[config.mk]
export PLATFORM = sky130hd
export DESIGN_NAME = thread_scheduler
export DESIGN_NICKNAME = d
export VERILOG_FILES = /design/src/rtl/thread_scheduler.sv
export SDC_FILE = /design/constraint.sdc
export NUM_CORES = 1
export LEC_CHECK = 0
export CORE_ASPECT_RATIO = 0.7
export CORE_MARGIN = 1.5
export CORE_UTILIZATION = 50
export CTS_CLUSTER_DIAMETER = 200
export CTS_CLUSTER_SIZE = 28
export DETAILED_ROUTE_END_ITERATION = 8
export PLACE_DENSITY = 0.76
export SYNTH_ARGS = -nofsm -noshare
export SYNTH_HDL_FRONTEND = slang
export SYNTH_SLANG_ARGS = --single-unit
export TNS_END_PERCENT = 5
[constraint.sdc]
create_clock -name clk -period 3.55 [get_ports clk]
set_clock_uncertainty 0.1 [all_clocks]
set_input_delay 0.5325 -clock clk [delete_from_list [all_inputs] [get_ports clk]]
set_output_delay 0.5325 -clock clk [all_outputs]
set_load 0.01 [all_outputs]
[src/rtl/thread_scheduler.sv]
// Round-robin hardware-thread selector feeding fetch over a valid/ready handshake.
// Optional per-thread issue / stall counters are built when THREAD_SCHED_PERF_EN is defined.
module thread_scheduler #(
  parameter int          N_THREADS = 4,
  parameter logic [31:0] BOOT_PC   = 32'h1000,
  parameter int          PC_W      = 32,
  localparam int         TID_W     = (N_THREADS > 1) ? $clog2(N_THREADS) : 1
) (
  input  logic                                clk,
  input  logic                                rst,
  input  logic [N_THREADS-1:0][PC_W-1:0]      wb_pc,
  input  logic [N_THREADS-1:0]                wb_done,
  input  logic                                exc_en,
  input  logic [TID_W-1:0]                    exc_thread,
  input  logic [N_THREADS-1:0]                thread_en,
  output logic                                if_valid,
  input  logic                                if_ready,
  output logic [TID_W-1:0]                    if_thread,
  output logic [PC_W-1:0]                     if_pc,
  output logic [N_THREADS-1:0]                inflight,
  output logic                                proto_err
`ifdef THREAD_SCHED_PERF_EN
  ,
  output logic [N_THREADS-1:0][31:0]          perf_issue_cnt,
  output logic [31:0]                         perf_stall_cnt
`endif
);

  logic [N_THREADS-1:0]            inflight_q;
  logic [N_THREADS-1:0][PC_W-1:0]  next_pc_q;
  logic [TID_W-1:0]                rr_q;
  logic [TID_W-1:0]                rr_d;
  logic                            if_valid_q;
  logic [TID_W-1:0]                if_thread_q;
  logic [PC_W-1:0]                 if_pc_q;
  logic                            proto_err_q;

  logic                            accept;
  logic                            load;
  logic [TID_W:0]                  tid_inc;
  logic [N_THREADS-1:0]            elig;
  logic                            found;
  logic [TID_W-1:0]                sel;
  int                              idx;

  // The scan starts from the pointer as updated by this cycle's accept, so a
  // thread issued now is scanned last when picking the next request.
  always_comb begin
    accept  = if_valid_q && if_ready;
    load    = !if_valid_q || if_ready;
    tid_inc = {1'b0, if_thread_q} + (TID_W+1)'(1);
    rr_d    = rr_q;
    if (accept) begin
      rr_d = (tid_inc == (TID_W+1)'(N_THREADS)) ? '0 : tid_inc[TID_W-1:0];
    end

    for (int t = 0; t < N_THREADS; t++) begin
      elig[t] = !inflight_q[t] && thread_en[t] &&
                !(if_valid_q && (if_thread_q == TID_W'(t))) &&
                (!exc_en || (exc_thread == TID_W'(t)));
    end

    found = 1'b0;
    sel   = '0;
    idx   = 0;
    for (int k = 0; k < N_THREADS; k++) begin
      idx = int'(rr_d) + k;
      if (idx >= N_THREADS) idx = idx - N_THREADS;
      if (!found && elig[idx]) begin
        found = 1'b1;
        sel   = TID_W'(idx);
      end
    end
  end

  always_ff @(posedge clk or negedge rst) begin
    if (!rst) begin
      inflight_q  <= '0;
      rr_q        <= '0;
      if_valid_q  <= 1'b0;
      if_thread_q <= '0;
      if_pc_q     <= '0;
      proto_err_q <= 1'b0;
      for (int t = 0; t < N_THREADS; t++) begin
        next_pc_q[t] <= PC_W'(BOOT_PC);
      end
    end else begin
      rr_q <= rr_d;
      if (load) begin
        if_valid_q <= found;
        if (found) begin
          if_thread_q <= sel;
          if_pc_q     <= next_pc_q[sel];
        end
      end
      // Completion is judged on the pre-edge state, so an accept and a
      // completion for the same thread in one cycle flag a protocol error.
      for (int t = 0; t < N_THREADS; t++) begin
        if (wb_done[t]) begin
          if (inflight_q[t]) begin
            inflight_q[t] <= 1'b0;
            next_pc_q[t]  <= wb_pc[t];
          end else begin
            proto_err_q <= 1'b1;
          end
        end
      end
      if (accept) begin
        inflight_q[if_thread_q] <= 1'b1;
      end
    end
  end

  assign if_valid  = if_valid_q;
  assign if_thread = if_thread_q;
  assign if_pc     = if_pc_q;
  assign inflight  = inflight_q;
  assign proto_err = proto_err_q;

`ifdef THREAD_SCHED_PERF_EN
  logic [N_THREADS-1:0][31:0] issue_cnt_q;
  logic [31:0]                stall_cnt_q;

  always_ff @(posedge clk or negedge rst) begin
    if (!rst) begin
      issue_cnt_q <= '0;
      stall_cnt_q <= '0;
    end else begin
      if (accept) begin
        issue_cnt_q[if_thread_q] <= issue_cnt_q[if_thread_q] + 32'd1;
      end
      if (if_valid_q && !if_ready) begin
        stall_cnt_q <= stall_cnt_q + 32'd1;
      end
    end
  end

  assign perf_issue_cnt = issue_cnt_q;
  assign perf_stall_cnt = stall_cnt_q;
`endif

endmodule

== Word-level counts from Yosys, hierarchy flattened ==
Cells that the tools add are included.
Widths: inputs -> output; s select.

* $mul: 0
* Magnitude comparators: 11
* Reductions and logical operators: 46
* Add/subtract/negate cells: 8
* Shift-type cells: 0
* Div/mod/pow operators: 0
* Muxes and demuxes: 43
* Bitwise operators: 1
* Equal/unequal tests: 7

{| class="wikitable"
|+ Operators with widths
! kind !! number
|-
| $mux 32 || 5
|-
| $lt 32x4->1 const B || 4
|-
| $bmux 32 s2 || 1
|-
| $mux 1 || 25
|-
| $logic_and 1x1->1 || 21
|-
| $logic_not 1->1 || 13
|-
| $mux 2 || 6
|-
| $sub 3x3->4 const B || 3
|-
| $reduce_and 2->1 || 5
|-
| $ge 3x3->1 const B || 3
|-
| $bmux 1 s2 || 4
|-
| $eq 2x2->1 const B || 4
|-
| $add 2x1->3 const B || 2
|-
| $add 2x2->3 const B || 2
|-
| $lt 2x3->1 const B || 2
|-
| $logic_or 1x1->1 || 5
|-
| $eq 2x1->1 const B || 2
|-
| $logic_not 2->1 || 2
|-
| $mux 4 || 1
|-
| $or 4x4->4 || 1
|-
| $sub 2x3->4 const B || 1
|-
| $eq 3x3->1 const B || 1
|-
| $ge 2x3->1 const B || 1
|-
| $demux 1 s2 || 1
|-
| $ge 2x1->1 const B || 1
|}

* Word-level logic and storage cells: 126
* ROM bits: 0
* Memories kept: 0
* Bits in registers: 170
* Input port bits: 142
* Output and inout port bits: 40
* Bits in latches: 0
* RAM bits: 0

== Longest topological paths before layout ==
Gate-level depths: netlist of run 1.

* Depth after elaboration: 21
* Gate-level depth with buffers: 14
* Depth with buffers taken out: 10

== Worst setup path before layout of run 1 ==
No wires, ideal clock.

* Path kind: reg2reg
* Start: register if_thread_q[1] (netlist: if_thread[1])
* End: register if_pc_q[10] (netlist: if_pc[10])
* Arrival time: 2.693 ns
* Clock period less this slack: 2.922 ns
* Path slack: 0.628 ns
* Stages on the path, launching flop included: 14
* Library setup time: 0.130 ns
* Required time: 3.320 ns
* Path buffers: 3
* Path through: dfrtp_1 > inv_1 > ha_1 > nand2_1 > and3_1 > clkbuf_1 > nor2b_1 > a2111oi_4 > o2bb2ai_2 > or3_1 > buf_6 > buf_12 > nor3_2 > o31ai_2

* Cells in the longest elaborated chain, start to end: 21
* Elaborated cells between the ends (all ways): 68
* Classes of those cells: add/sub: 8; order compare: 4; eq/ne: 4; mux: 28; reduce/logical: 24

{| class="wikitable"
|+ Ends and longest elaborated chain
! item !! line !! text
|-
| start: declaration || 34 || <nowiki>logic [TID_W-1:0] if_thread_q;</nowiki>
|-
| start signal: assignment || 92 || <nowiki>if_thread_q <= sel;</nowiki>
|-
| branches (longest 21 deep; another with $sub 3x3->4) || n/a ||
|-
| end signal: assignment || 93 || <nowiki>if_pc_q <= next_pc_q[sel];</nowiki>
|-
| end: declaration || 35 || <nowiki>logic [PC_W-1:0] if_pc_q;</nowiki>
|}

Several ways; the timed one is not identified. The select of a mux whose other input is x is not followed.
A chain may end at the register's enable or synchronous reset.

== Worst setup path in the final report of run 1 ==
* Start: register if_thread_q[0] (netlist: if_thread[0])
* End: register if_pc_q[1] (netlist: if_pc[1])

The elaborated chain is that of the path after synthesis.

==> results.cfg, run 1 <==
[floorplanning]
die_area_um2 = 22900
design.core.area_um2 = 21600
die_y_um = 127
rows = 45
start_util_pct = 50.8
ios = 182
die-width_um = 180

[worst_setup_path]
worst_path_most_repeated_cell = nor3_1
setup.worst_path.end = if_pc[1]
cp-start-kind = flip-flop
cp-end-kind = flip-flop
r2r_start = if_thread[0]
cp.depth = 11
critPathSlowestCell = nor3_1
critPathMaxFanout = 33
reg2reg_to = if_pc[1]
required_ns = 3.81
worstRegToRegCells = 11
critPathKind = flip-flop to flip-flop
startpoint = if_thread[0]
critPathBufInv = 2
cp_top_family = simple AND/OR/NAND/NOR gates
critPathArrivalTime_ns = 3.60
cp_cell_sequence = inv_1 -> ha_1 -> nand2_1 -> nand3_1 -> nor3_1 -> a2111oi_4 -> nor3_1 -> or3_2 -> buf_12 -> nor3_1 -> o31ai_1
cpPeakStageDelay_ns = 0.66
r2r_slack_ns = 0.20

[pwr]
leakage_nw = 5.34
ir_drop_mv = 0.582
p_per_area_nw_per_um2 = 1030
power_mw = 14.2

[outcome]
violations = design-rule violations
outcome = complete, but fails checks

[finish]
fillerInstances = 1726
layout_commonest_cell = clkdlybuf4s50_1
fin_area_um2 = 13800
fin_cells = 1520
most-common-layout-cells = clkdlybuf4s50_1, dfrtp_1, nand3_1, o211ai_1, mux2_2
drive_gt1_share_pct = 24.4
area_growth_pct = 25.8
nets = 1371
antenna_cells = 0

[placement]
placed_cells = 1486
placed_area_um2 = 13200
io_buffers = 181
dp_hpwl_um = 22500
gp_congestion = 0.898

[synthesis]
synth_top_family_by_area = compound AO/OA/AOI/OAI gates
synth_compound_area_share_pct = 26.6
ys_types = 51
postSynthCellCount = 1101
synth.area.mux_share_pct = 13.5
syn_avg_cell_area_um2 = 9.98
syn_area_um2 = 11000
synth_top_area_cell = dfrtp_1
synth.top_cells.by_area = dfrtp_1, mux2_2, o211ai_1, nand3_1, o311a_1
synth_nets = 1247
synth_fa_ha_area_share_pct = 0.455
ys_seq_elements = 170
synthArstFlopShare_pct = 100
ys.flop_type = dfrtp_1
synth_edf_count = 0
synth_simple_gate_area_share_pct = 12.6
yosysWarnings = 0
synth_xor_area_share_pct = 0
synth_top_area_share_pct = 37.8
yosysSeqAreaShare_pct = 38.7

[detailed_routing]
antenna_left = 0
route.vias.total = 10360
via_per_inst = 6.82
first_pass_iters = 8
drc = 15
wl_um = 35200
wl_per_cell_um = 23.2
drt-initial-drc-count = 1416

[clock_tree]
clkTransAtPathRegs_ns = 0.07
cts_tree = built
cts_buffers = 17
clock_latency_ns = 0.45
clock_sinks = 170
cts_max_level = 4
clockRootBuffer = clkbuf_16
cts_buffer_depth = 2

[sta]
fin_crit_sh_pct = 94.3
post-route-min-period_ns = 3.35
fmax_ghz = 0.299
finalHoldViolCount = 0
relSlewSlack_pct = 47.7
setup_viol = 0
worst_slew_pin_slew_ns = 0.782
drv_slew = 0
grt_setup_unrepaired = no

[global_routing]
grt_pass1_wl_um = 56400
grt_max_degree = 66
antenna_found_initial = 0
track_usage_pct = 31.2
grt-ovfl-total = 0
grt_pass1_vias = 9974

[flow_run]
drv_cap = 0

[min_path]
hold_class = flip-flop to flip-flop
## logic make-up after synthesis
kind of cell / count (synthesis)
compound gates: 344
simple gates: 246
buf+inv: 206
flops: 170
mux: 131
fa+ha+maj: 4
## area by class of cell
class	count	area, um^2	share of cell area (%)
clock buffer	18	439	3.18
clock inverter	14	160	1.16
inverter	73	277	2.00
multi-input combinational	726	5920	42.8
sequential	170	4260	30.8
tap	282	353	2.55
timing repair buffer	237	2420	17.5
## cell usage after synthesis (all sizes together) (2+ instances only)
master	count
nand2b	3
o31ai	33
a21o	2
nand4	3
mux2	130
and4b	4
nor3	36
dfstp	4
dfrtp	166
clkbuf	92
and4	2
nor2b	2
nand2	55
o211ai	129
o311a	64
o2bb2ai	2
o211a	2
a21oi	34
or3	2
buf	41
nand3	130
nor2	2
inv	73
or2	3
o221ai	64
ha	4
o21ai	8
## worst min path at each step
stage	depth (start not counted)	endpoint	slack (ns)	startpoint
global route	2	if_pc[4]	0.43	if_pc[4]
detailed placement	1	next_pc_q[70]	0.37	rst
finish	2	proto_err	0.38	proto_err
global placement	2	proto_err	0.35	proto_err
floorplan	0	if_pc[0]	0.14	rst
CTS	2	proto_err	0.38	proto_err
## state kept, by name, summed over array words and instances, names as in the netlist
name / flops
proto_err: 1
rr_q: 2
inflight: 4
next_pc_q: 128
if_thread: 2
if_valid: 1
if_pc: 32
## worst register-to-register path, delay by kind of cell (launching register included)
kind / cells / cell delay [ns]
buffers and inverters: 2 / 0.35
AOI/OAI and AO/OA: 2 / 0.33
and+or+nand+nor: 6 / 1.77
adders and majority gates: 1 / 0.22
DFF: 1 / 0.49
## repair_timing
item,CTS,global route
hold buffers,1,0
buffers inserted,0,0
hold endpoints to repair,36,0
gates resized for setup,0,1
setup endpoints to repair,0,32
## metrics by stage
stage / setup slack, ns / utilization (%) / TNS, ns / hold WS [ns]
6_report: 0.203 / 64.0 / 0 / 0.383
5_1_grt: 0.0190 / 64.0 / 0 / 0.434
4_1_cts: 0.0596 / 63.9 / 0 / 0.383
3_5_place_dp: -0.312 / 61.1 / -8.73 / 0.365
3_3_place_gp: -0.198 / 61.1 / -5.99 / 0.354
2_1_floorplan: 0.628 / - / 0 / 0.137
## routing by layer
layer  vias up  GRT usage [%]  wire, um
li1       4520              -         -
met1      5039           44.9     15200
met2       703           46.6     15400
met3        98           6.87      3550
met4         0           10.8      1070
met5         -              0         0
## report_power, final
group	internal [mW]	switching [mW]	total, mW	leakage [nW]
combinational	3.66	4.58	8.24	3.01
sequential	2.94	1.07	4.01	2.04
clock	1.07	0.884	1.96	0.292
Note: power is estimated with default switching activity, not from simulation.
==> run 2, diff against run 1 <==
--- a/config.mk
+++ b/config.mk
@@ -15,4 +15,4 @@
 export SYNTH_ARGS = -nofsm -noshare
 export SYNTH_HDL_FRONTEND = slang
 export SYNTH_SLANG_ARGS = --single-unit
-export TNS_END_PERCENT = 5
+export TNS_END_PERCENT = 20
==> results of run 2 <==
Same layout as run 1: the final DEF is identical, and so are final timing and power.
==> run 3, diff against run 2 <==
--- a/config.mk
+++ b/config.mk
@@ -5,6 +5,7 @@
 export SDC_FILE = /design/constraint.sdc
 export NUM_CORES = 1
 export LEC_CHECK = 0
+export CAP_MARGIN = 20
 export CORE_ASPECT_RATIO = 0.7
 export CORE_MARGIN = 1.5
 export CORE_UTILIZATION = 50
==> results.cfg, run 3 (synthesized netlist as in run 1, its figures left out) <==
[worst_setup_path]
cp_cell_sequence = inv_1 -> ha_1 -> nand2_1 -> and4b_1 -> mux2_4 -> buf_12 -> nor2_4 -> buf_4 -> o211ai_1 -> o211ai_1 -> nor3_2 -> o31ai_2
critPathMaxFanout = 65
critPathBufInv = 3
critPathKind = flip-flop to flip-flop
required_ns = 3.79
critPathArrivalTime_ns = 3.48
cp_top_family = buffers and inverters
critPathSlowestCell = buf_4
worst_path_most_repeated_cell = o211ai_1
cp-start-kind = flip-flop
cp-end-kind = flip-flop
cpPeakStageDelay_ns = 0.54

[clock_tree]
clock_latency_ns = 0.44
cts_tree = built
clockRootBuffer = clkbuf_16
clkTransAtPathRegs_ns = 0.06
cts_max_level = 4
cts_buffers = 17
cts_buffer_depth = 2
clock_sinks = 170

[global_routing]
grt_max_degree = 66
grt_pass1_vias = 9893
antenna_found_initial = 0
track_usage_pct = 30.6
grt-ovfl-total = 0
grt_pass1_wl_um = 55300

[floorplanning]
die_y_um = 127
die_area_um2 = 22900
design.core.area_um2 = 21600
rows = 45
die-width_um = 180
ios = 182
start_util_pct = 50.8

[detailed_routing]
antenna_left = 0
wl_um = 34700
wl_per_cell_um = 22.8
route.vias.total = 10273
drc = 14
first_pass_iters = 9
drt-initial-drc-count = 1458
via_per_inst = 6.76

[placement]
dp_hpwl_um = 22600
io_buffers = 181
preCtsSetupSlack_ns = -0.0853
gp_congestion = 0.898

[finish]
nets = 1371
drive_gt1_share_pct = 24.4
antenna_cells = 0
layout_commonest_cell = clkdlybuf4s50_1
utilization_pct = 64.1
regMostFlops = next_pc_q
largest_reg_flops = 128
area_growth_pct = 26.1
most-common-layout-cells = clkdlybuf4s50_1, dfrtp_1, nand3_1, o211ai_1, mux2_2
fillerInstances = 1705

[sta]
setup_viol = 0
fin_crit_sh_pct = 91.1
finalHoldViolCount = 0
fin_ws_ns = 0.315
grt_setup_unrepaired = no
fmax_ghz = 0.309
post-route-min-period_ns = 3.23
relSlewSlack_pct = 54.5
drv_slew = 0
worst_slew_pin_slew_ns = 0.682

[pwr]
leakage_nw = 5.36
ir_drop_mv = 0.572
power_mw = 14.2
p_per_area_nw_per_um2 = 1030

[min_path]
hold_class = flip-flop to flip-flop

[flow_run]
drv_cap = 0

[outcome]
violations = design-rule violations
outcome = complete, but fails checks
[run 3: cell count changes in the layout (fill, tap and decap cells not counted)]
| cell | delta |
|---|---|
| clkbuf_8 | +3 |
| inv_8 | -2 |
| buf_16 | +1 |
| clkinv_2 | -1 |
| clkinv_4 | +1 |
| inv_6 | -1 |
| nor3_4 | -1 |
[run 3: what timing repair did]
| item | in CTS | in global routing |
|---|---|---|
| gates resized for setup | 0 | 0 |
| hold buffers | 1 | 0 |
| buffers inserted | 0 | 0 |
| hold endpoints to repair | 36 | 0 |
[run 3: tightest hold or removal path, delay by kind of cell (launching register included)]
kind	cells	cell delay [ns]
and+or+nand+nor	1	0.06
DFF	1	0.35
AOI/OAI and AO/OA	1	0.05
[run 3: worst paths after layout]
kind	startpoint	endpoint	slack, ns	cells after the start
max in group asynchronous	rst	next_pc_q[76]	2.05	3
min in group asynchronous	rst	next_pc_q[92]	0.47	2
min reg2reg	proto_err	proto_err	0.38	2
max reg2reg	if_thread[0]	if_pc[4]	0.32	12
min	proto_err	proto_err	0.38	2
max	if_thread[0]	if_pc[4]	0.32	12
[run 3: cell type report]
type | count | area, um^2 | share of cell area (%)
Clock buffer | 21 | 480 | 3.47
Clock inverter | 11 | 133 | 0.957
Inverter | 73 | 277 | 2.00
Multi-Input combinational cell | 725 | 5900 | 42.6
Sequential cell | 170 | 4260 | 30.7
Tap cell | 282 | 353 | 2.55
Timing Repair Buffer | 238 | 2450 | 17.7
[run 3: stage by stage]
stage / instance area [um^2] / setup TNS [ns] / hold WS [ns] / instances
global route: 13900 / 0 / 0.437 / 1520
CTS: 13900 / 0 / 0.383 / 1520
detailed placement: 13200 / -0.191 / 0.365 / 1487
finish: 13900 / 0 / 0.380 / 1520
floorplan: 11000 / 0 / 0.137 / 1101
global placement: 13200 / -5.99 / 0.354 / 1486
[run 3: report_power, final]
group | switching, mW | internal [mW]
combinational | 4.55 | 3.70
sequential | 1.06 | 2.94
clock | 0.845 | 1.12
[run 3: per-layer routing]
layer	up-vias	GRT usage [%]	share of wire, %
li1	4503	-	-
met1	5057	43.9	44
met2	636	46.3	44
met3	77	6.53	9.7
met4	0	10.1	2.7
met5	-	0	0
==> RTL edit 1 (config.mk and constraints of run 2) <==
`N_THREADS`: 4 -> 8.
--- a/src/rtl/thread_scheduler.sv
+++ b/src/rtl/thread_scheduler.sv
@@ -2,5 +2,5 @@
 // Optional per-thread issue / stall counters are built when THREAD_SCHED_PERF_EN is defined.
 module thread_scheduler #(
-  parameter int          N_THREADS = 4,
+  parameter int          N_THREADS = 8,
   parameter logic [31:0] BOOT_PC   = 32'h1000,
   parameter int          PC_W      = 32,
Interface: changed (6 resized); port bits go from 182 to 324. No check against the original RTL was run, so the function may have changed too.
==> RTL edit 1 against run 2 <==
- the flow finishes with violations (setup timing)
- setup slack worse by 0.80 ns
- design area up 51%
- global-route usage down 0.65 points
- wire length up 34%
- sequential cell count up 134
- synthesized area up 34%
- critical path type unchanged
- largest cell class is now sequential cells
Power is not shown: default switching activity piles up to over one toggle a cycle in this logic, so the estimate is an artifact.
==> RTL edit 1: results (changes against run 2) <==
Outcome
  – Status: finished with violations (unchanged)
  – Failing checks: setup timing (was DRC)

Min path
  – Hold Crit Depth: 1 (was 2)
  – Hold Path Class: flop to flop (unchanged)
  – Worst Hold Endpoint: if_pc[23]$_DFFE_PN0P_ (was proto_err$_DFF_PN0_)
  – Worst min-delay path startpoint: if_pc[23]$_DFFE_PN0P_ (was proto_err$_DFF_PN0_)

Global route
  – Initial antenna violation count: 8 (was 0)
  – Largest net degree at the start of global routing: 92 (was 66)
  – First-pass GRT wire length: 71,900 microns (was 56,400 microns)
  – GRT overflow: 0 (unchanged)
  – GRT Total Usage: 0.305 (was 0.312)

Logic synthesis
  – Synth cell types: 67 (was 51)
  – Synth cell count leaders: dfrtp_1 (296), mux2_2 (261), mux2i_1 (110) (was dfrtp_1 (166), nand3_1 (130), o211ai_1 (129))
  – Post-synth ARST share: 1.00 (unchanged)
  – Largest cells by area after synthesis: dfrtp_1 (50%), mux2_2 (20%), mux2i_1 (7.4%) (was dfrtp_1 (38%), mux2_2 (13%), o211ai_1 (8.8%))
  – Mux contribution to synthesized area: 0.284 (was 0.135)
  – Compound-Gate Fraction of Synth Area: 0.109 (was 0.266)
  – Synth Net Count: 1,429 (was 1,247)
  – Post-Synth Adder-Cell Area: 0.00677 (was 0.00455)
  – Post-Synth XOR/XNOR Area: 0.00220 (was 0)
  – Yosys warns: 0 (unchanged)
  – Sequential share of the synthesized area: 0.515 (was 0.387)

Clock tree
  – Clock slew at reported path FFs: 0.12 ns (was 0.07 ns)
  – Clock Tree Buf Depth: 3 (was 2)
  – Htree depth: 1 (was 4)
  – Root Buffer: clkbuf_16 (unchanged)
  – Clock network latency to the later pin of the worst-skew pair: 0.50 ns (was 0.45 ns)
  – Total CTS buffers: 14 (was 17)

Layout
  – FILL cells: 2,025 (was 1,726)
  – Ratio of cells with drive above 1 in the final layout: 0.354 (was 0.244)
  – NumNets Final: 1,872 (was 1,371)
  – Biggest register: next_pc_q (unchanged)
  – Max reg flops: 256 (was 128)

Placed design
  – HPWL after DPL: 34,000 microns (was 22,500 microns)
  – IO Port Bufs: 323 (was 181)
  – GPL Wtd Cong: 0.903 (was 0.898)

Drt
  – Iteration-0 DRC Markers: 867 (was 1,416)
  – Avg WL per Cell: 23.9 microns (was 23.2 microns)
  – DR vias: 11.8k (was 10.4k)
  – First-pass DRT Iterations: 5 (was 8)

Timing
  – Setup violators final: 35 (was 0)
  – Slew @ Worst Pin: 1.08 ns (was 0.782 ns)
  – Final worst slack: -0.597 ns (was 0.203 ns)

Critical path
  – Worst reg-to-reg path cell count: 15 (was 11)
  – CP max stage cell: mux4_2 (was nor3_1)
  – Crit path arrival time: 4.44 ns (was 3.60 ns)
  – Worst reg2reg startpoint: if_thread[0]$_DFFE_PN0P_ (unchanged)
  – Slowest stage delay, CP: 0.51 ns (was 0.66 ns)
  – FF-to-FF End: if_pc[14]$_DFFE_PN0P_ (was if_pc[1]$_DFFE_PN0P_)
  – Worst Path Max Fanout: 8 (was 33)
[RTL edit 1: worst max path at each step]
stage,startpoint,end,slack (ns),depth (start not counted)
after floorplan,if_ready,if_pc[24]$_DFFE_PN0P_,-0.25,16
after global placement,if_ready,if_pc[7]$_DFFE_PN0P_,-1.13,16
after detailed placement,if_ready,if_pc[7]$_DFFE_PN0P_,-1.14,16
after CTS,if_thread[0]$_DFFE_PN0P_,if_pc[14]$_DFFE_PN0P_,-0.46,15
after global routing,if_thread[0]$_DFFE_PN0P_,if_pc[20]$_DFFE_PN0P_,-0.68,16
final,if_thread[0]$_DFFE_PN0P_,if_pc[14]$_DFFE_PN0P_,-0.60,15
[RTL edit 1: metal layers]
metal	track usage	part of all wire	vias up
met3	0.0635	0.078	67
met1	0.438	0.45	5998
met4	0.0631	0.022	4
met5	0	0.00057	-
met2	0.483	0.45	515
li1	-	-	5207
[RTL edit 1: area by class of cell]
class / count / area (sq um) / share of cell area
antenna: 5 / 12.5 / 0.000598
clock buffer: 23 / 405 / 0.0194
clock inverter: 1 / 30.0 / 0.00144
inverter: 17 / 83.8 / 0.00401
multi-input combinational: 738 / 7150 / 0.342
sequential: 304 / 7620 / 0.364
tap: 378 / 473 / 0.0226
timing repair buffer: 510 / 5140 / 0.246
[RTL edit 1: what timing repair did]
| action | in CTS | in global routing |
|---|---|---|
| hold buffers | 1 | 0 |
| pin swaps | 21 | 11 |
| setup buffers | 22 | 13 |
| gates resized for setup | 66 | 22 |
| gates cloned | 5 | 1 |
| hold endpoints to repair | 48 | 0 |
| setup endpoints to repair | 35 | 35 |
[RTL edit 1: critical path, delay by kind of cell (launching register included)]
kind | cells | cell delay (ns)
buf+inv | 4 | 0.80
flops | 1 | 0.49
compound gates | 8 | 1.63
mux | 2 | 0.82
fa+ha+maj | 1 | 0.21
[RTL edit 1: kinds of logic after synthesis]
| kind of cell | Yosys count |
|---|---|
| xor+xnor | 2 |
| mux | 379 |
| flops | 304 |
| compound gates | 213 |
| fa+ha+maj | 8 |
| simple gates | 136 |
| buf+inv | 100 |
[RTL edit 1: metrics by stage]
| stage | hold slack [ns] | TNS [ns] | setup WS, ns | cells | cell area (sq um) |
|---|---|---|---|---|---|
| floorplan | 0.137 | -8.71 | -0.252 | 1142 | 15000 |
| global placement | 0.376 | -35.47 | -1.13 | 1905 | 19600 |
| detailed placement | 0.383 | -34.73 | -1.14 | 1905 | 19600 |
| CTS | 0.409 | -14.05 | -0.460 | 1957 | 20700 |
| global route | 0.424 | -20.96 | -0.678 | 1971 | 20900 |
| finish | 0.409 | -17.53 | -0.597 | 1976 | 20900 |
==> RTL edit 2 (settings of run 2) <==
Without the edit above. Put one more register stage on the output `proto_err`. The value now appears one clock later. The other outputs are not delayed to match.
--- a/src/rtl/thread_scheduler.sv
+++ b/src/rtl/thread_scheduler.sv
@@ -116,5 +116,7 @@
   assign if_pc     = if_pc_q;
   assign inflight  = inflight_q;
-  assign proto_err = proto_err_q;
+  always_ff @(posedge clk) begin
+    proto_err <= proto_err_q;
+  end
 
 `ifdef THREAD_SCHED_PERF_EN
Behaviour: not the same (Yosys sat finds a counterexample within 4 cycles, from zero or initial values and one cycle with rst low).
==> RTL edit 2 against run 2 <==
- the run ends with DRC, hold timing left
- design area up 0.43%
- setup slack improved by 0.22 ns
- wire length fell by 2.5%
- sequential cell count rose by 1
- total power increased by 0.21%
- synthesized area is 0.18% higher
- die area up 0.18%
- critical path type unchanged
- critical path depth rose by 1
==> RTL edit 2: results (changes against run 2) <==
Outcome
  – Status: finished with violations (unchanged)
  – Failing checks: DRC, hold timing (was DRC)

Drt
  – Iteration-0 DRC Markers: 1,442 (was 1,416)
  – Residual DRC count: 16 (was 15)
  – First-pass DRT Iterations: 8 (unchanged)
  – Avg WL per Cell: 22.5 microns (was 23.2 microns)

Clock tree
  – Total CTS buffers: 17 (unchanged)
  – Post-CTS sizing: 0 (unchanged)
  – Htree depth: 4 (unchanged)
  – Clock slew at reported path FFs: 0.07 ns (about the same)
  – Hold buffers post-CTS: 0 (was 1)
  – Clock Tree Buf Depth: 2 (unchanged)

Layout
  – Post-route insts no fill: 1,529 (was 1,520)
  – NumNets Final: 1,380 (was 1,371)
  – FILL cells: 1,743 (was 1,726)
  – Ant diodes: 0 (unchanged)
  – Ratio of cells with drive above 1 in the final layout: 0.249 (was 0.244)

Logic synthesis
  – Post-synth ARST share: 0.994 (was 1.00)
  – Synth Net Count: 1,248 (was 1,247)
  – Largest cells by area after synthesis: dfrtp_1 (38%), mux2_2 (13%), o211ai_1 (8.8%) (unchanged)
  – Syn avg cell area: 9.99 sq um (was 9.98 sq um)
  – Synth cell count leaders: dfrtp_1 (166), nand3_1 (130), o211ai_1 (129) (unchanged)
  – Synth cell types: 52 (was 51)
  – Sequential share of the synthesized area: 0.389 (was 0.387)

Placed design
  – # placed instances: 1,497 (was 1,486)
  – Pre-CTS setup slack: 0.0999 ns (was -0.312 ns)
  – GPL Wtd Cong: 0.929 (was 0.898)
  – HPWL after DPL: 22,700 microns (was 22,500 microns)

Global route
  – Vias in the first global route: 9,605 (was 9,974)
  – First-pass GRT wire length: 54,300 microns (was 56,400 microns)
  – GRT Total Usage: 0.302 (was 0.312)
  – Largest net degree at the start of global routing: 69 (was 66)

Timing
  – Worst hold margin: -0.0171 ns (was 0.383 ns)
  – Final hold vios: 21 (was 0)
  – Slew headroom: 0.575 (was 0.477)

Power
  – VDD IR-drop max: 912 uV (was 582 uV)
  – Leak: 5.39 nW (was 5.34 nW)

Critical path
  – Slowest stage delay, CP: 0.47 ns (was 0.66 ns)
  – Crit path arrival time: 3.35 ns (was 3.60 ns)
  – CP max stage cell: dfrtp_1 (was nor3_1)

Min path
  – Hold Path Class: input pin to asynchronous set/reset pin (was flop to flop)
RTL edit 2: per-stage QoR:
stage           util  hold WS, ns  total power, mW  cell area [sq um]
6_report       0.642      -0.0171             14.2              13900
5_1_grt        0.642       0.0342             15.0              13900
4_1_cts        0.642      0.00212             14.1              13900
3_5_place_dp   0.616        0.261             12.2              13300
3_3_place_gp   0.616        0.255             12.0              13300
2_1_floorplan      -        0.137             9.42              11000
RTL edit 2: final timing paths:
check,startpoint,to,slack [ns],cells after the start
min in group clk,proto_err_q$_DFF_PN0_,proto_err$_DFF_P_,0.28,0
hold reg to reg,proto_err_q$_DFF_PN0_,proto_err$_DFF_P_,0.28,0
setup / recovery,if_thread[0]$_DFFE_PN0P_,if_pc[12]$_DFFE_PN0P_,0.42,12
max in group asynchronous,rst,next_pc_q[108]$_DFFE_PN1P_,2.42,2
hold / removal,rst,next_pc_q[73]$_DFFE_PN0P_,-0.02,1
setup reg to reg,if_thread[0]$_DFFE_PN0P_,if_pc[12]$_DFFE_PN0P_,0.42,12
RTL edit 2: final cells by class:
type	instances	area share
Clock buffer	17	0.0306
Sequential cell	171	0.308
Tap cell	282	0.0254
Timing Repair Buffer	246	0.181
Clock inverter	15	0.0100
Multi-Input combinational cell	725	0.425
Inverter	73	0.0199
RTL edit 2: layer usage:
| metal | up-vias | global-route usage | share of wire |
|---|---|---|---|
| met5 | - | 0 | 0 |
| met4 | 0 | 0.101 | 0.030 |
| met3 | 93 | 0.0596 | 0.097 |
| met2 | 642 | 0.453 | 0.43 |
| met1 | 5097 | 0.438 | 0.44 |
| li1 | 4528 | - | - |
RTL edit 2: power by group:
group	total, mW	switching [mW]	internal, mW
sequential	3.98	1.03	2.95
clock	1.84	0.860	0.976
combinational	8.41	4.60	3.81
total	14.2	6.50	7.73
RTL edit 2: kinds of logic after synthesis:
family	synth area share
muxes	0.135
AOI/OAI and AO/OA	0.266
adders and majority gates	0.00455
DFF	0.389
buffers and inverters	0.0806
and+or+nand+nor	0.126
RTL edit 2: worst reg2reg max path: cells and delay by family, from the launching register on:
family	cells	cell delay, ns
AOI/OAI and AO/OA	2	0.32
adders and majority gates	1	0.23
buffers and inverters	3	0.50
DFF	1	0.47
and+or+nand+nor	6	1.37
